$ cat config.mk
export PLATFORM = sky130hd
export DESIGN_NAME = gamepad_poll_ctrl_flat
export DESIGN_NICKNAME = d
export VERILOG_FILES = /design/src/rtl/gamepad_pkg.sv /design/src/rtl/gamepad_poll_ctrl_if.sv /design/src/rtl/clk_delay_cnt.sv /design/src/rtl/gamepad_poll_ctrl.sv /design/src/flat_wrapper.sv
export SDC_FILE = /design/constraint.sdc
export NUM_CORES = 1
export LEC_CHECK = 0
export CAP_MARGIN = 15
export CORE_ASPECT_RATIO = 0.8
export CORE_UTILIZATION = 27
export CTS_CLUSTER_SIZE = 40
export DETAILED_ROUTE_END_ITERATION = 7
export PLACE_DENSITY = 0.52
export SYNTH_ARGS = -nofsm -noshare
export SYNTH_HDL_FRONTEND = slang
export SYNTH_SLANG_ARGS = --single-unit
export TNS_END_PERCENT = 20
$ cat constraint.sdc
create_clock -name i_CLK -period 5.8 [get_ports i_CLK]
set_clock_uncertainty 0.05 [all_clocks]
set_input_delay 1.16 -clock i_CLK [delete_from_list [all_inputs] [get_ports i_CLK]]
set_output_delay 1.16 -clock i_CLK [all_outputs]
set_load 0.005 [all_outputs]
$ cat src/rtl/gamepad_pkg.sv
// Shared types and constants for the gamepad poll controller.
// Holds state encoding, pre-reversed command bytes, ID/ACK constants,
// frame length and the byte bit-reverse helper.
package gamepad_pkg;

  localparam int unsigned CNT_W     = 20;
  localparam int unsigned BYTE_W    = 8;
  localparam int unsigned IDX_W     = 3;
  localparam int unsigned FRAME_LEN = 5;

  localparam logic [BYTE_W-1:0] ID_DIGITAL = 8'h41;
  localparam logic [BYTE_W-1:0] ID_ANALOG  = 8'h73;
  localparam logic [BYTE_W-1:0] ACK_BYTE   = 8'h5A;

  typedef enum logic [2:0] {
    ST_IDLE,
    ST_CS_SETUP,
    ST_SEND,
    ST_WAIT_RX,
    ST_GAP,
    ST_CS_HOLD
  } state_e;

  // Gamepad is LSB-first while the SPI master shifts MSB-first.
  function automatic logic [BYTE_W-1:0] bit_rev8(input logic [BYTE_W-1:0] b);
    logic [BYTE_W-1:0] r;
    for (int i = 0; i < 8; i++) r[i] = b[7-i];
    return r;
  endfunction

  // Command frame 0x01,0x42,0x00,0x00,0x00 stored already bit-reversed.
  function automatic logic [BYTE_W-1:0] cmd_byte_rev(input logic [IDX_W-1:0] idx);
    case (idx)
      3'd0:    return 8'h80;
      3'd1:    return 8'h42;
      default: return 8'h00;
    endcase
  endfunction

endpackage

$ cat src/rtl/gamepad_poll_ctrl_if.sv
// Byte-level handshake between the poll controller and the SPI master,
// plus the gamepad chip select.
//   o_TX_BYTE/o_TX_DV : byte to send and its one-cycle strobe
//   i_TX_READY        : SPI master idle
//   i_RX_DV/i_RX_DATA : received byte strobe and data
//   o_CS_N            : gamepad select (ATT), active-low
interface gamepad_poll_ctrl_if;
  import gamepad_pkg::*;

  logic [BYTE_W-1:0] o_TX_BYTE;
  logic              o_TX_DV;
  logic              i_TX_READY;
  logic              i_RX_DV;
  logic [BYTE_W-1:0] i_RX_DATA;
  logic              o_CS_N;

  modport master (
    output o_TX_BYTE, o_TX_DV, o_CS_N,
    input  i_TX_READY, i_RX_DV, i_RX_DATA
  );

  modport slave (
    input  o_TX_BYTE, o_TX_DV, o_CS_N,
    output i_TX_READY, i_RX_DV, i_RX_DATA
  );

endinterface

$ cat src/rtl/clk_delay_cnt.sv
// Loadable 20-bit down-counter, saturating at zero.
//   load_i/load_val_i : load a new count (takes priority over counting)
//   done_o            : registered flag, high while the count is zero
module clk_delay_cnt
  import gamepad_pkg::*;
(
  input  logic             i_CLK,
  input  logic             i_RESET_N,
  input  logic             load_i,
  input  logic [CNT_W-1:0] load_val_i,
  output logic             done_o
);

  logic [CNT_W-1:0] cnt_q, cnt_d;
  logic             done_q;

  // Next count: load, else decrement toward zero.
  always_comb begin
    cnt_d = cnt_q;
    if (load_i)              cnt_d = load_val_i;
    else if (cnt_q != '0)    cnt_d = cnt_q - CNT_W'(1);
  end

  always_ff @(posedge i_CLK or negedge i_RESET_N) begin
    if (!i_RESET_N) begin
      cnt_q  <= '0;
      done_q <= 1'b1;
    end else begin
      cnt_q  <= cnt_d;
      done_q <= (cnt_d == '0);
    end
  end

  assign done_o = done_q;

endmodule

$ cat src/rtl/gamepad_poll_ctrl.sv
// Periodic PlayStation-style gamepad poller driving an SPI byte master.
//   i_CLK, i_RESET_N : clock, async active-low reset
//   i_ENABLE         : polling enable
//   bus              : SPI byte handshake and chip select (master modport)
//   o_BUTTONS        : latest button word, 1 = pressed
//   o_BUTTONS_VALID  : pulse when o_BUTTONS updated
//   o_ERR            : pulse on timeout or bad ID/ACK
//   o_BUSY           : high while chip select is asserted
module gamepad_poll_ctrl
  import gamepad_pkg::*;
#(
  parameter int unsigned c_POLL_CLKS     = 500000,
  parameter int unsigned c_CS_SETUP_CLKS = 50,
  parameter int unsigned c_BYTE_GAP_CLKS = 100,
  parameter int unsigned c_TIMEOUT_CLKS  = 1000
) (
  input  logic                 i_CLK,
  input  logic                 i_RESET_N,
  input  logic                 i_ENABLE,
  gamepad_poll_ctrl_if.master  bus,
  output logic [15:0]          o_BUTTONS,
  output logic                 o_BUTTONS_VALID,
  output logic                 o_ERR,
  output logic                 o_BUSY
);

  // Loads are one less than the phase length: the action fires in the
  // cycle the count reads zero and its registered effect lands one later.
  localparam logic [CNT_W-1:0] SETUP_LOAD   = CNT_W'(c_CS_SETUP_CLKS - 1);
  localparam logic [CNT_W-1:0] GAP_LOAD     = CNT_W'(c_BYTE_GAP_CLKS - 1);
  localparam logic [CNT_W-1:0] TIMEOUT_LOAD = CNT_W'(c_TIMEOUT_CLKS - 1);
  localparam logic [CNT_W-1:0] POLL_LOAD    = CNT_W'(c_POLL_CLKS - 1);
  localparam logic [IDX_W-1:0] LAST_IDX     = IDX_W'(FRAME_LEN - 1);

  state_e            state_q, state_d;
  logic [IDX_W-1:0]  idx_q, idx_d;
  logic [BYTE_W-1:0] tx_byte_q, tx_byte_d;
  logic              tx_dv_q, tx_dv_d;
  logic              cs_n_q, cs_n_d;
  logic              busy_q, busy_d;
  logic [15:0]       buttons_q, buttons_d;
  logic              valid_q, valid_d;
  logic              err_q, err_d;
  logic              id_ok_q, id_ok_d;
  logic              ack_ok_q, ack_ok_d;
  logic [BYTE_W-1:0] btn_lo_q, btn_lo_d;

  logic              cnt_load;
  logic [CNT_W-1:0]  cnt_val;
  logic              cnt_done;
  logic              send_now;
  logic              finish;
  logic              frame_ok;
  logic [BYTE_W-1:0] rx_log;

  // Single counter shared by poll, setup, gap and timeout phases.
  clk_delay_cnt u_cnt (
    .i_CLK      (i_CLK),
    .i_RESET_N  (i_RESET_N),
    .load_i     (cnt_load),
    .load_val_i (cnt_val),
    .done_o     (cnt_done)
  );

  // Next-state and output logic.
  always_comb begin
    state_d   = state_q;
    idx_d     = idx_q;
    tx_byte_d = tx_byte_q;
    tx_dv_d   = 1'b0;
    cs_n_d    = cs_n_q;
    busy_d    = busy_q;
    buttons_d = buttons_q;
    valid_d   = 1'b0;
    err_d     = 1'b0;
    id_ok_d   = id_ok_q;
    ack_ok_d  = ack_ok_q;
    btn_lo_d  = btn_lo_q;
    cnt_load  = 1'b0;
    cnt_val   = '0;
    send_now  = 1'b0;
    finish    = 1'b0;
    frame_ok  = 1'b0;
    rx_log    = bit_rev8(bus.i_RX_DATA);

    case (state_q)
      // CS_HOLD lasts one cycle but may start the next poll itself.
      ST_IDLE, ST_CS_HOLD: begin
        state_d = ST_IDLE;
        if (cnt_done && i_ENABLE) begin
          state_d  = ST_CS_SETUP;
          cs_n_d   = 1'b0;
          busy_d   = 1'b1;
          idx_d    = '0;
          id_ok_d  = 1'b0;
          ack_ok_d = 1'b0;
          cnt_load = 1'b1;
          cnt_val  = SETUP_LOAD;
        end
      end
      ST_CS_SETUP, ST_GAP: begin
        if (cnt_done) begin
          state_d  = ST_SEND;
          send_now = bus.i_TX_READY;
        end
      end
      ST_SEND: send_now = bus.i_TX_READY;
      ST_WAIT_RX: begin
        if (bus.i_RX_DV) begin
          case (idx_q)
            3'd1:    id_ok_d  = (rx_log == ID_DIGITAL) || (rx_log == ID_ANALOG);
            3'd2:    ack_ok_d = (rx_log == ACK_BYTE);
            3'd3:    btn_lo_d = rx_log;
            default: ;
          endcase
          if (idx_q == LAST_IDX) begin
            finish   = 1'b1;
            frame_ok = id_ok_q && ack_ok_q;
          end else begin
            idx_d    = idx_q + IDX_W'(1);
            state_d  = ST_GAP;
            cnt_load = 1'b1;
            cnt_val  = GAP_LOAD;
          end
        end else if (cnt_done) begin
          finish = 1'b1;
        end
      end
      default: state_d = ST_IDLE;
    endcase

    // Byte launch: from SEND, or straight out of a finished setup/gap.
    if (send_now) begin
      tx_dv_d   = 1'b1;
      tx_byte_d = cmd_byte_rev(idx_q);
      state_d   = ST_WAIT_RX;
      cnt_load  = 1'b1;
      cnt_val   = TIMEOUT_LOAD;
    end

    // Frame end (last byte or timeout): release CS and publish the result.
    if (finish) begin
      state_d  = ST_CS_HOLD;
      cs_n_d   = 1'b1;
      busy_d   = 1'b0;
      cnt_load = 1'b1;
      cnt_val  = POLL_LOAD;
      if (frame_ok) begin
        buttons_d = ~{rx_log, btn_lo_q};
        valid_d   = 1'b1;
      end else begin
        err_d = 1'b1;
      end
    end
  end

  always_ff @(posedge i_CLK or negedge i_RESET_N) begin
    if (!i_RESET_N) begin
      state_q   <= ST_IDLE;
      idx_q     <= '0;
      tx_byte_q <= '0;
      tx_dv_q   <= 1'b0;
      cs_n_q    <= 1'b1;
      busy_q    <= 1'b0;
      buttons_q <= '0;
      valid_q   <= 1'b0;
      err_q     <= 1'b0;
      id_ok_q   <= 1'b0;
      ack_ok_q  <= 1'b0;
      btn_lo_q  <= '0;
    end else begin
      state_q   <= state_d;
      idx_q     <= idx_d;
      tx_byte_q <= tx_byte_d;
      tx_dv_q   <= tx_dv_d;
      cs_n_q    <= cs_n_d;
      busy_q    <= busy_d;
      buttons_q <= buttons_d;
      valid_q   <= valid_d;
      err_q     <= err_d;
      id_ok_q   <= id_ok_d;
      ack_ok_q  <= ack_ok_d;
      btn_lo_q  <= btn_lo_d;
    end
  end

  assign bus.o_TX_BYTE    = tx_byte_q;
  assign bus.o_TX_DV      = tx_dv_q;
  assign bus.o_CS_N       = cs_n_q;
  assign o_BUTTONS        = buttons_q;
  assign o_BUTTONS_VALID  = valid_q;
  assign o_ERR            = err_q;
  assign o_BUSY           = busy_q;

endmodule

$ cat src/flat_wrapper.sv
// flat-port wrapper written by rule: the top's interface ports become plain ports
module gamepad_poll_ctrl_flat import gamepad_pkg::*;
#(
  parameter int unsigned c_POLL_CLKS     = 500000,
  parameter int unsigned c_CS_SETUP_CLKS = 50,
  parameter int unsigned c_BYTE_GAP_CLKS = 100,
  parameter int unsigned c_TIMEOUT_CLKS  = 1000
)
  (i_CLK, i_RESET_N, i_ENABLE, o_BUTTONS, o_BUTTONS_VALID, o_ERR, o_BUSY, bus_o_TX_BYTE, bus_o_TX_DV, bus_o_CS_N, bus_i_TX_READY, bus_i_RX_DV, bus_i_RX_DATA);
  gamepad_poll_ctrl_if bus_i ();
  input  logic i_CLK;
  input  logic i_RESET_N;
  input  logic i_ENABLE;
  output logic [15:0] o_BUTTONS;
  output logic o_BUTTONS_VALID;
  output logic o_ERR;
  output logic o_BUSY;
  output wire logic [$bits(bus_i.o_TX_BYTE)-1:0] bus_o_TX_BYTE;
  output wire logic [$bits(bus_i.o_TX_DV)-1:0] bus_o_TX_DV;
  output wire logic [$bits(bus_i.o_CS_N)-1:0] bus_o_CS_N;
  input wire logic [$bits(bus_i.i_TX_READY)-1:0] bus_i_TX_READY;
  input wire logic [$bits(bus_i.i_RX_DV)-1:0] bus_i_RX_DV;
  input wire logic [$bits(bus_i.i_RX_DATA)-1:0] bus_i_RX_DATA;
  assign bus_o_TX_BYTE = bus_i.o_TX_BYTE;
  assign bus_o_TX_DV = bus_i.o_TX_DV;
  assign bus_o_CS_N = bus_i.o_CS_N;
  assign bus_i.i_TX_READY = bus_i_TX_READY;
  assign bus_i.i_RX_DV = bus_i_RX_DV;
  assign bus_i.i_RX_DATA = bus_i_RX_DATA;
  gamepad_poll_ctrl #(.c_POLL_CLKS(c_POLL_CLKS), .c_CS_SETUP_CLKS(c_CS_SETUP_CLKS), .c_BYTE_GAP_CLKS(c_BYTE_GAP_CLKS), .c_TIMEOUT_CLKS(c_TIMEOUT_CLKS)) u_core (.i_CLK(i_CLK), .i_RESET_N(i_RESET_N), .i_ENABLE(i_ENABLE), .bus(bus_i), .o_BUTTONS(o_BUTTONS), .o_BUTTONS_VALID(o_BUTTONS_VALID), .o_ERR(o_ERR), .o_BUSY(o_BUSY));
endmodule
==> results of run 1 <==
==> state kept, by name (all words and copies together), names as in the netlist <==
signal,count
u_core.u_cnt.done_o,1
u_core.state_q,3
u_core.o_BUTTONS_VALID,1
u_core.bus.o_TX_DV,1
u_core.o_ERR,1
u_core.btn_lo_q,8
u_core.u_cnt.cnt_q,20
u_core.ack_ok_q,1
u_core.o_BUTTONS,16
u_core.bus.o_CS_N,1
u_core.o_BUSY,1
u_core.bus.o_TX_BYTE,2
u_core.idx_q,3
u_core.id_ok_q,1
==> layout by cell type (no fill, tap or decap), types with 3 or more instances in the layout <==
cell type,n
sky130_fd_sc_hd__conb_1,5
sky130_fd_sc_hd__xnor2_1,6
sky130_fd_sc_hd__nor3_1,6
sky130_fd_sc_hd__mux2_2,10
sky130_fd_sc_hd__nor2_1,25
sky130_fd_sc_hd__and3_1,5
sky130_fd_sc_hd__nor2b_1,4
sky130_fd_sc_hd__nor4_1,11
sky130_fd_sc_hd__o31a_1,3
sky130_fd_sc_hd__o211ai_1,4
sky130_fd_sc_hd__inv_1,13
sky130_fd_sc_hd__o21ai_0,36
sky130_fd_sc_hd__o21a_1,4
sky130_fd_sc_hd__clkbuf_16,9
sky130_fd_sc_hd__or4_1,3
sky130_fd_sc_hd__mux2i_1,3
sky130_fd_sc_hd__clkdlybuf4s50_1,35
sky130_fd_sc_hd__nand2_1,38
sky130_fd_sc_hd__o31ai_1,3
sky130_fd_sc_hd__dfrtp_1,58
sky130_fd_sc_hd__ha_1,7
sky130_fd_sc_hd__xor2_1,3
sky130_fd_sc_hd__a21oi_1,4
==> where the power goes <==
part / switching, uW / internal [uW] / total, uW / leakage [uW]
Sequential: 83.7 / 498 / 581 / 0.000797
Clock: 182 / 399 / 581 / 0.000159
Combinational: 211 / 182 / 393 / 0.000756
==> cell type report <==
class                   instances  area share, %
well taps                     144           4.66
flip-flops and latches         60           38.9
clock inverters                 4           1.88
clock buffers                  12           6.63
inverters                      13           1.26
repair buffers                 40           10.1
multi-input cells             224           36.6
==> metal layers <==
layer  track usage (%)  part of all wire [%]
met1              19.0                    50
met4              4.56                   1.3
met2              20.5                    45
met5                 0                     0
met3              3.58                   3.9
==> stage by stage <==
| stage | instance area (um2) | cells | hold WS (ns) | power (uW) |
|---|---|---|---|---|
| 5_1_grt | 3870 | 497 | 0.426 | 1660 |
| 3_3_place_gp | 3520 | 479 | 0.393 | 977 |
| 2_1_floorplan | 3070 | 316 | 0.384 | 857 |
| 4_1_cts | 3850 | 495 | 0.410 | 1570 |
| 6_report | 3870 | 497 | 0.406 | 1550 |
| 3_5_place_dp | 3520 | 479 | 0.403 | 977 |
==> worst paths after layout <==
check / startpoint / end / slack (ns) / depth (start not counted)
setup reg to reg: u_core.u_cnt.cnt_q[0] / u_core.u_cnt.done_o / 2.33 / 9
setup / recovery: u_core.u_cnt.cnt_q[0] / u_core.u_cnt.done_o / 2.33 / 9
max in group asynchronous: i_RESET_N / u_core.u_cnt.cnt_q[6] / 4.23 / 2
hold reg to reg: u_core.btn_lo_q[7] / u_core.o_BUTTONS[7] / 0.41 / 1
hold / removal: u_core.btn_lo_q[7] / u_core.o_BUTTONS[7] / 0.41 / 1
min in group asynchronous: i_RESET_N / u_core.u_cnt.cnt_q[15] / 0.95 / 2
==> critical path: cells and delay by family, from the launching register on <==
kind | cells | cell delay (ns)
compound gates | 3 | 0.81
fa+ha+maj | 1 | 0.16
buf+inv | 1 | 0.12
flops | 1 | 0.42
simple gates | 4 | 1.86
==> logic make-up after synthesis <==
| kind of cell | after synthesis |
|---|---|
| AO/OA/AOI/OAI | 71 |
| flip-flops | 60 |
| buffers and inverters | 32 |
| XOR/XNOR | 9 |
| multiplexers | 13 |
| other | 1 |
| AND/OR/NAND/NOR | 119 |
| adder cells (fa/ha/maj) | 7 |
==> impl_results.md, run 1 <==
- Final routed DRC violation total: 0
- Number of diodes added for antenna fixing: 0
- Global-route congestion overflow total: 0
- Final-report hold violation count: 0
- Final HPWL from detailed placement: between 5 and 6 mm
- Wire length of the first global-routing pass: around 12 mm
- Setup TNS: 0 ns
- Average wire length per cell after detail routing: about 15 um
- Average cell area after synthesis: 9.79 um2
- Commonest cells in the synthesized netlist: sky130_fd_sc_hd__dfrtp_1, sky130_fd_sc_hd__nand2_1, sky130_fd_sc_hd__o21ai_0
- Adder-cell share of the synthesized area: ~2.9%
- Worst relative slew slack: between 40% and 50%
- Status: completed
- Starting density of the core: between 20% and 30%
- TritonCTS clock tree: done
- Area of the die: roughly 12000 um2
- Postcts setup bufs: 0
- Asr flop ratio synth: between 90% and 100%
- Cell seen most often among critical-path stages: sky130_fd_sc_hd__or4b_1
- Area of the mapped netlist: 3050 um2
- Final weighted congestion in routability-driven placement: roughly 0.78
- Largest net degree at the start of global routing: 61
- Routed via count: 2403
- Final net count: 368
- Data required, critical path: 6.01 ns
- Critical-path cell with the highest stage delay: sky130_fd_sc_hd__or4_1
- Leak Pwr: roughly 0.0017 uW
- All-Layer GR Usage: between 10% and 20%
- Number of routed nets with antenna violations: 0
- Least-Margin Pin Slew: between 0.8 and 0.9 ns
- Cell at the root of the clock tree: sky130_fd_sc_hd__clkbuf_16
- Clock Latency Late Sink: between 0.3 and 0.4 ns
- Layout cells sized above 1: 11.6%
- Chain of cells forming the critical path: inv_1, ha_1, or4b_1, or4_1, o211a_1, o31a_1, or4b_1, nor4_1, o2111a_1
- Unrepaired setup endpoints after global routing: false
- Register bit count reported by yosys: 60
- Number of I/O port buffers: 36
- Number of CTS-inserted buffers: 9
- Chip Width: around 120 um
- Layout overhead on the synthesized area: 26.7%
- Type of the worst min-delay path: flop to flop
- Reg clk slew, reported paths: 0.05 ns
- Pre-CTS worst setup slack: 1.70 ns
- Most repeated cell in the gate-level netlist after synthesis: sky130_fd_sc_hd__dfrtp_1
- Proportion of synthesized area in mux cells: 4.67%
- Height of the die: a little under 100 um
- CP arrival: about 3.7 ns
- Main area contributors after synthesis: sky130_fd_sc_hd__dfrtp_1, sky130_fd_sc_hd__o21ai_0, sky130_fd_sc_hd__nand2_1
- Area fraction in and, or, nand and nor cells after synthesis: a little over 20%
- Clock Tree Buf Depth: 2
- Post-layout min period: around 3.5 ns
- H-tree Lvls: 3
- Count of flip-flops with a built-in enable after synthesis: 0
- Combinational family with the most area after synthesis: simple AND/OR/NAND/NOR gates
- DR iter-0 viols: slightly below 90
- Clock sink count: 60
- Post-Route Utilization: a little over a third
- Post-synthesis compound-gate area fraction: approximately 15%
- Number of global-route vias before repair: ~2400
- Area of the core: about 11000 um2
- Worst ir drop on vdd: between 150 and 200 uV
- Max-cap viol count: 0
- Area used by sequential logic in the layout: 1500 um2
- Number of detailed-route iterations in the first pass: 5
- Sequential share of the synthesized area: 49.3%
- Sort of element at the end of the critical path: flop
- Peak per-stage delay on the critical path: 0.60 ns
- Initial antenna violation count: 0
- Unique masters post-synth: 56
- I/O pin total: 42
- Biggest fanout along the worst timing path: 7
- Pwr/cell area: about 400 nW/um2
- YS warnings: 0
- Average vias per placed instance: 4.84
- Aggregate routed wire length: 7.22 mm
- # hold bufs at CTS: 0
- Synthesized netlist cell count: 312
- Fill count: 1114
- Final Worst Setup Slack: approximately 2.3 ns
- # setup viols final: 0
- Highest clock frequency the design can meet: 0.288 GHz
- Commonest register cell after synthesis: sky130_fd_sc_hd__dfrtp_1
- Post-CTS sizing: 0
- Multi-input gate area: 1420 um2
- Sort of element at the start of the critical path: flop
- Max-slew violation total from the final report: 0
- Area share of the largest cell type after synthesis: a little under half
- Site Rows: 34
- Synthesized-area fraction occupied by xor and xnor cells: under 10%
- CP Class: flop to flop
- Period utilization: 59.8%
- Synth area leader: sky130_fd_sc_hd__dfrtp_1
Power figures use the tool's default switching activity.
==> run 2: changes to the inputs <==
- PLACE_DENSITY: 0.52 -> 0.54
- clock period: 5.8 -> 3.1 ns (I/O delays scaled with it)
==> run 2 against run 1 <==
  * Cell area is 4.6% higher
  * Via count up 3.8%
  * Sequential cell count is the same
  * Power rose by 95%
  * Cell count up 4.6%
  * Setup slack got worse by 2.2 ns
  * Critical path type unchanged
==> impl_results.md, run 2 (synthesis results as in run 1) <==
- Status: completed
- Critical path buffer and inverter count: 1
- Wire length of the first global-routing pass: 12.6 mm
- Final routed DRC violation total: 0
- Largest net degree at the start of global routing: between 60 and 70
- Leading cell type in the layout, fill and taps excluded: sky130_fd_sc_hd__dfrtp_1
- Final weighted congestion in routability-driven placement: about 0.86
- TritonCTS clock tree: done
- Unrepaired setup endpoints after global routing: true
- Number of routed nets with antenna violations: 0
- Reg clk slew, reported paths: about 0.05 ns
- Pwr/cell area: ~750 nW/um2
- Worst ir drop on vdd: approximately 350 uV
- Cell seen most often among critical-path stages: sky130_fd_sc_hd__or4b_4
- Clock Latency Late Sink: approximately 0.32 ns
- Sort of element at the end of the critical path: flop
- Sort of element at the start of the critical path: flop
- Final-report hold violation count: 0
- Least-Margin Pin Slew: ~0.77 ns
- Peak per-stage delay on the critical path: about 0.50 ns
- Data required, critical path: 3.31 ns
- Smallest hold slack: between 0.4 and 0.5 ns
- Routed via count: ~2500
- Pre-CTS worst setup slack: -0.0881 ns
- Layout overhead on the synthesized area: 32.5%
- Number of CTS-inserted buffers: 9
- Chain of cells forming the critical path: inv_2, ha_1, or4b_4, or4_4, o211a_1, o31a_1, or4b_4, nor4_4, o2111a_1
- CP Class: flop to flop
- DR iter-0 viols: between 100 and 150
- All-Layer GR Usage: 13.7%
- Critical-path cell with the highest stage delay: sky130_fd_sc_hd__or4b_4
- Clock Tree Buf Depth: 2
- Most used cells in the layout excluding fill and tap cells: sky130_fd_sc_hd__dfrtp_1, sky130_fd_sc_hd__nand2_1, sky130_fd_sc_hd__o21ai_0, sky130_fd_sc_hd__clkdlybuf4s50_1, sky130_fd_sc_hd__buf_4
- Biggest fanout along the worst timing path: 4
- Final net count: 391
- Chip Width: between 100 and 150 um
- Layout cells sized above 1: 19.1%
- Starting density of the core: about 28%
- Largest reg by FF count: u_core.u_cnt.cnt_q
- Aggregate routed wire length: roughly 7.6 mm
- Max reg flops: 20
- Average wire length per cell after detail routing: 14.5 um
- Final Worst Setup Slack: roughly 0.10 ns
- Type of the worst min-delay path: flop to flop
- Area used by sequential logic in the layout: roughly 1500 um2
- Height of the die: ~97 um
- Clock sink count: 60
- Period utilization: slightly below 100%
- Number of detailed-route iterations in the first pass: 5
- Fill count: 1078
- Max-slew violation total from the final report: 0
- Cell at the root of the clock tree: sky130_fd_sc_hd__clkbuf_16
- Worst relative slew slack: 48.6%
- Area of the core: 10900 um2
- Site Rows: 34
- Area of the die: roughly 12000 um2
- Average vias per placed instance: ~4.8
- Initial antenna violation count: 0
- Number of I/O port buffers: 36
- Number of global-route vias before repair: 2425
- Post-layout min period: around 3.0 ns
- H-tree Lvls: 3
- Multi-input gate area: ~1500 um2
- Final HPWL from detailed placement: between 5 and 6 mm
- Postcts setup bufs: 0
- Number of diodes added for antenna fixing: 0
- Leak Pwr: approximately 0.0018 uW
- Global-route congestion overflow total: 0
- # setup viols final: 0
- CP arrival: approximately 3.2 ns
- I/O pin total: 42
- # hold bufs at CTS: 0
- Max-cap viol count: 0
- Family of cells with the greatest summed delay on the critical path: simple AND/OR/NAND/NOR gates
- Highest clock frequency the design can meet: 0.334 GHz
-- run 2: cell types whose count changed in the layout (fill, tap and decap cells not counted), sizes merged --
cell	delta
buf	+23
bufinv	-1
clkinv	+1
-- run 2: power breakdown --
group          internal (uW)  switching (uW)
clock                    662             332
sequential               931             145
combinational            473             489
total                   2070             965
-- run 2: cell type report --
cell class	instances	area share, %
clock buffer	12	6.34
clock inverter	4	1.18
inverter	13	1.21
multi-input combinational	224	35.9
sequential	60	37.2
tap	144	4.45
timing repair buffer	63	13.8
-- run 2: through the flow --
| stage | setup TNS [ns] | area (um2) | std cells | power (uW) | util, % |
|---|---|---|---|---|---|
| finish | 0 | 4050 | 520 | 3030 | 37.0 |
| global placement | 0 | 3710 | 504 | 1970 | 33.9 |
| detailed placement | -0.0881 | 3710 | 504 | 1970 | 33.9 |
| CTS | 0 | 4020 | 520 | 3010 | 36.8 |
| floorplan | 0 | 3070 | 316 | 1600 | - |
| global route | -0.0118 | 4050 | 520 | 3220 | 37.0 |
-- run 2: repair_timing --
| action | CTS | global route |
|---|---|---|
| gates resized for setup | 2 | 8 |
| pin swaps | 2 | 1 |
| endpoints found under the setup margin | 1 | 1 |
-- run 2: worst paths after layout --
kind / from / end / slack [ns] / cells past startpoint
min in group asynchronous: i_RESET_N / u_core.o_BUTTONS[3] / 0.42 / 2
setup reg to reg: u_core.u_cnt.cnt_q[0] / u_core.u_cnt.done_o / 0.10 / 9
hold reg to reg: u_core.btn_lo_q[5] / u_core.o_BUTTONS[5] / 0.40 / 1
max in group asynchronous: i_RESET_N / u_core.u_cnt.cnt_q[13] / 2.08 / 2
hold / removal: u_core.btn_lo_q[5] / u_core.o_BUTTONS[5] / 0.40 / 1
setup / recovery: u_core.u_cnt.cnt_q[0] / u_core.u_cnt.done_o / 0.10 / 9
-- run 2: worst reg2reg max path: stages (launching register included) --
cell                       delay [ns]
sky130_fd_sc_hd__dfrtp_1         0.39
sky130_fd_sc_hd__inv_2           0.06
sky130_fd_sc_hd__ha_1            0.13
sky130_fd_sc_hd__or4b_4          0.46
sky130_fd_sc_hd__or4_4           0.46
sky130_fd_sc_hd__o211a_1         0.24
sky130_fd_sc_hd__o31a_1          0.29
sky130_fd_sc_hd__or4b_4          0.50
sky130_fd_sc_hd__nor4_4          0.14
sky130_fd_sc_hd__o2111a_1        0.21
-- run 2: layer usage --
metal  track usage, %  share of wire, %  vias up
li1                 -                 -     1223
met1             19.2                48     1205
met2             20.4                46       58
met3             3.11               4.2        8
met4             5.32               1.1        0
met5                0                 0        -
==> run 3: changes to the inputs <==
- SKIP_CTS_REPAIR_TIMING: not set -> 1
==> run 3 against run 2 <==
  * Fmax up 0.53%
  * Cell count unchanged
  * Sequential cell count unchanged
  * Via count up 0.56%
  * Critical path type unchanged
  * Critical endpoint unchanged
==> impl_results.md, run 3 (synthesis results as in run 1) <==
- Status: completed
- Final net count: just under 400
- Chip Width: approximately 120 um
- Number of detailed-route iterations in the first pass: 5
- Final routed DRC violation total: 0
- Psw: 968 uW
- Combinational cell fraction of total power: a little under a third
- Pwr/cell area: 750 nW/um2
- Logic depth of the worst path, buffers included: 9
- CP Class: flop to flop
- Cell at the root of the clock tree: sky130_fd_sc_hd__clkbuf_16
- Aggregate routed wire length: 7.48 mm
- Routed via count: around 2500
- Chain of cells forming the critical path: inv_2, ha_1, or4b_4, or4_4, o211a_1, o31a_1, or4b_4, nor4_4, o2111a_1
- Most used cells in the layout excluding fill and tap cells: sky130_fd_sc_hd__dfrtp_1, sky130_fd_sc_hd__nand2_1, sky130_fd_sc_hd__o21ai_0, sky130_fd_sc_hd__clkdlybuf4s50_1, sky130_fd_sc_hd__buf_4
- Number of standard cells in the final layout excluding fillers: 520
- Pre-CTS worst setup slack: -0.0881 ns
- Number of diodes added for antenna fixing: 0
- Layout cells sized above 1: a little under a fifth
- Highest clock frequency the design can meet: about 0.34 GHz
- Total placed cells including tap cells: roughly 500
- Type of the worst min-delay path: flop to flop
- Number of cells on the worst hold path: 1
- Data required, critical path: roughly 3.3 ns
- Worst ir drop on vdd: about 350 uV
- Number of CTS-inserted buffers: 9
- Number of I/O port buffers: 36
- Final HPWL from detailed placement: approximately 5.5 mm
- Global-route congestion overflow total: 0
- Final-report hold violation count: 0
- Area of the core: ~11000 um2
- Family of cells with the greatest summed delay on the critical path: simple AND/OR/NAND/NOR gates
- Number of routed nets with antenna violations: 0
- Critical path buffer and inverter count: 1
- Max-slew violation total from the final report: 0
- # setup viols final: 0
- DR iter-0 viols: around 110
- Starting density of the core: ~28%
- Height of the die: approximately 100 um
- Clock sink count: 60
- Reg clk slew, reported paths: 0.05 ns
- Total power consumption of the routed design: slightly above 3000 uW
- Part of the power in registers: a little over a third
- Part of the total power dissipated in the clock network: 32.9%
- Peak per-stage delay on the critical path: approximately 0.5 ns
- Number of cell instances on the worst register-to-register path: 9
- Average wire length per cell after detail routing: between 10 and 15 um
- Initial antenna violation count: 0
- Post-Route Utilization: around 37%
- All-Layer GR Usage: a little over an eighth
- Max-cap viol count: 0
- Cell Int Power: 2070 uW
- Final weighted congestion in routability-driven placement: 0.865
- CP arrival: 3.19 ns
- Critical-path cell with the highest stage delay: sky130_fd_sc_hd__or4b_4
- Clock Tree Buf Depth: 2
- Sort of element at the start of the critical path: flop
- Post-layout min period: 2.98 ns
- H-tree Lvls: 3
- Cell seen most often among critical-path stages: sky130_fd_sc_hd__or4b_4
- Largest net degree at the start of global routing: 61
- Biggest fanout along the worst timing path: 4
- TritonCTS clock tree: done
- Period utilization: roughly 96%
- Number of global-route vias before repair: between 2000 and 2500
- Switching share of total power: 31.9%
- Average vias per placed instance: 4.82
- Max reg flops: 20
- Final Worst Setup Slack: about 0.12 ns
- Leading cell type in the layout, fill and taps excluded: sky130_fd_sc_hd__dfrtp_1
- Site Rows: 34
- Wire length of the first global-routing pass: between 10 and 15 mm
- Leak Pwr: 0.00182 uW
- Worst relative slew slack: between 40% and 50%
- Sort of element at the end of the critical path: flop
- I/O pin total: 42
- Clock Latency Late Sink: between 0.3 and 0.4 ns
- Least-Margin Pin Slew: 0.764 ns
- Largest reg by FF count: u_core.u_cnt.cnt_q
- Area of the die: ~12000 um2
- Layout overhead on the synthesized area: 32.5%
- Smallest hold slack: 0.403 ns
## run 3: cell counts in the layout (fill, tap and decap cells not counted)
Identical to the previous run, type by type.
## run 3: final timing paths
path                                       start                   to  slack, ns
max                        u_core.u_cnt.cnt_q[0]  u_core.u_cnt.done_o       0.12
min                           u_core.btn_lo_q[5]  u_core.o_BUTTONS[5]       0.40
max reg2reg                u_core.u_cnt.cnt_q[0]  u_core.u_cnt.done_o       0.12
min reg2reg                   u_core.btn_lo_q[5]  u_core.o_BUTTONS[5]       0.40
max in group asynchronous              i_RESET_N        u_core.o_BUSY       2.09
min in group asynchronous              i_RESET_N  u_core.o_BUTTONS[3]       0.42
## run 3: metal layers
layer  wire length [um]  up-vias  track usage, %
met1               3660     1218            19.2
li1                   -     1227               -
met2               3430       54            20.0
met4                 87        0            5.41
met5                  0        -               0
met3                304        9            3.17
## run 3: layout make-up
cell class | count | area [um2]
Inverter | 13 | 48.8
Tap cell | 144 | 180
Multi-Input combinational cell | 224 | 1450
Fill cell | 1078 | 6890
Clock buffer | 12 | 256
Sequential cell | 60 | 1500
Clock inverter | 4 | 47.5
Timing Repair Buffer | 63 | 558
## run 3: worst reg2reg max path, stage by stage (launching register included)
cell and delay, ns:
sky130_fd_sc_hd__dfrtp_1 0.39, sky130_fd_sc_hd__inv_2 0.06, sky130_fd_sc_hd__ha_1 0.13, sky130_fd_sc_hd__or4b_4 0.46, sky130_fd_sc_hd__or4_4 0.46, sky130_fd_sc_hd__o211a_1 0.23
sky130_fd_sc_hd__o31a_1 0.28, sky130_fd_sc_hd__or4b_4 0.50, sky130_fd_sc_hd__nor4_4 0.13, sky130_fd_sc_hd__o2111a_1 0.23
## run 3: stage by stage
step                      setup TNS [ns]  instance area [um2]
final                                  0                 4050
after floorplan                        0                 3070
after detailed placement         -0.0881                 3710
after CTS                         -0.129                 4010
after global placement                 0                 3710
after global routing            -0.00601                 4050
## run 3: power by group through the flow
stage | logic (uW) | registers (uW) | clock network (uW)
2_1_floorplan | 556 | 1050 | 0
3_3_place_gp | 896 | 1070 | 0
3_5_place_dp | 895 | 1080 | 0
4_1_cts | 899 | 1070 | 1030
5_1_grt | 1070 | 1100 | 1050
6_report | 960 | 1080 | 997
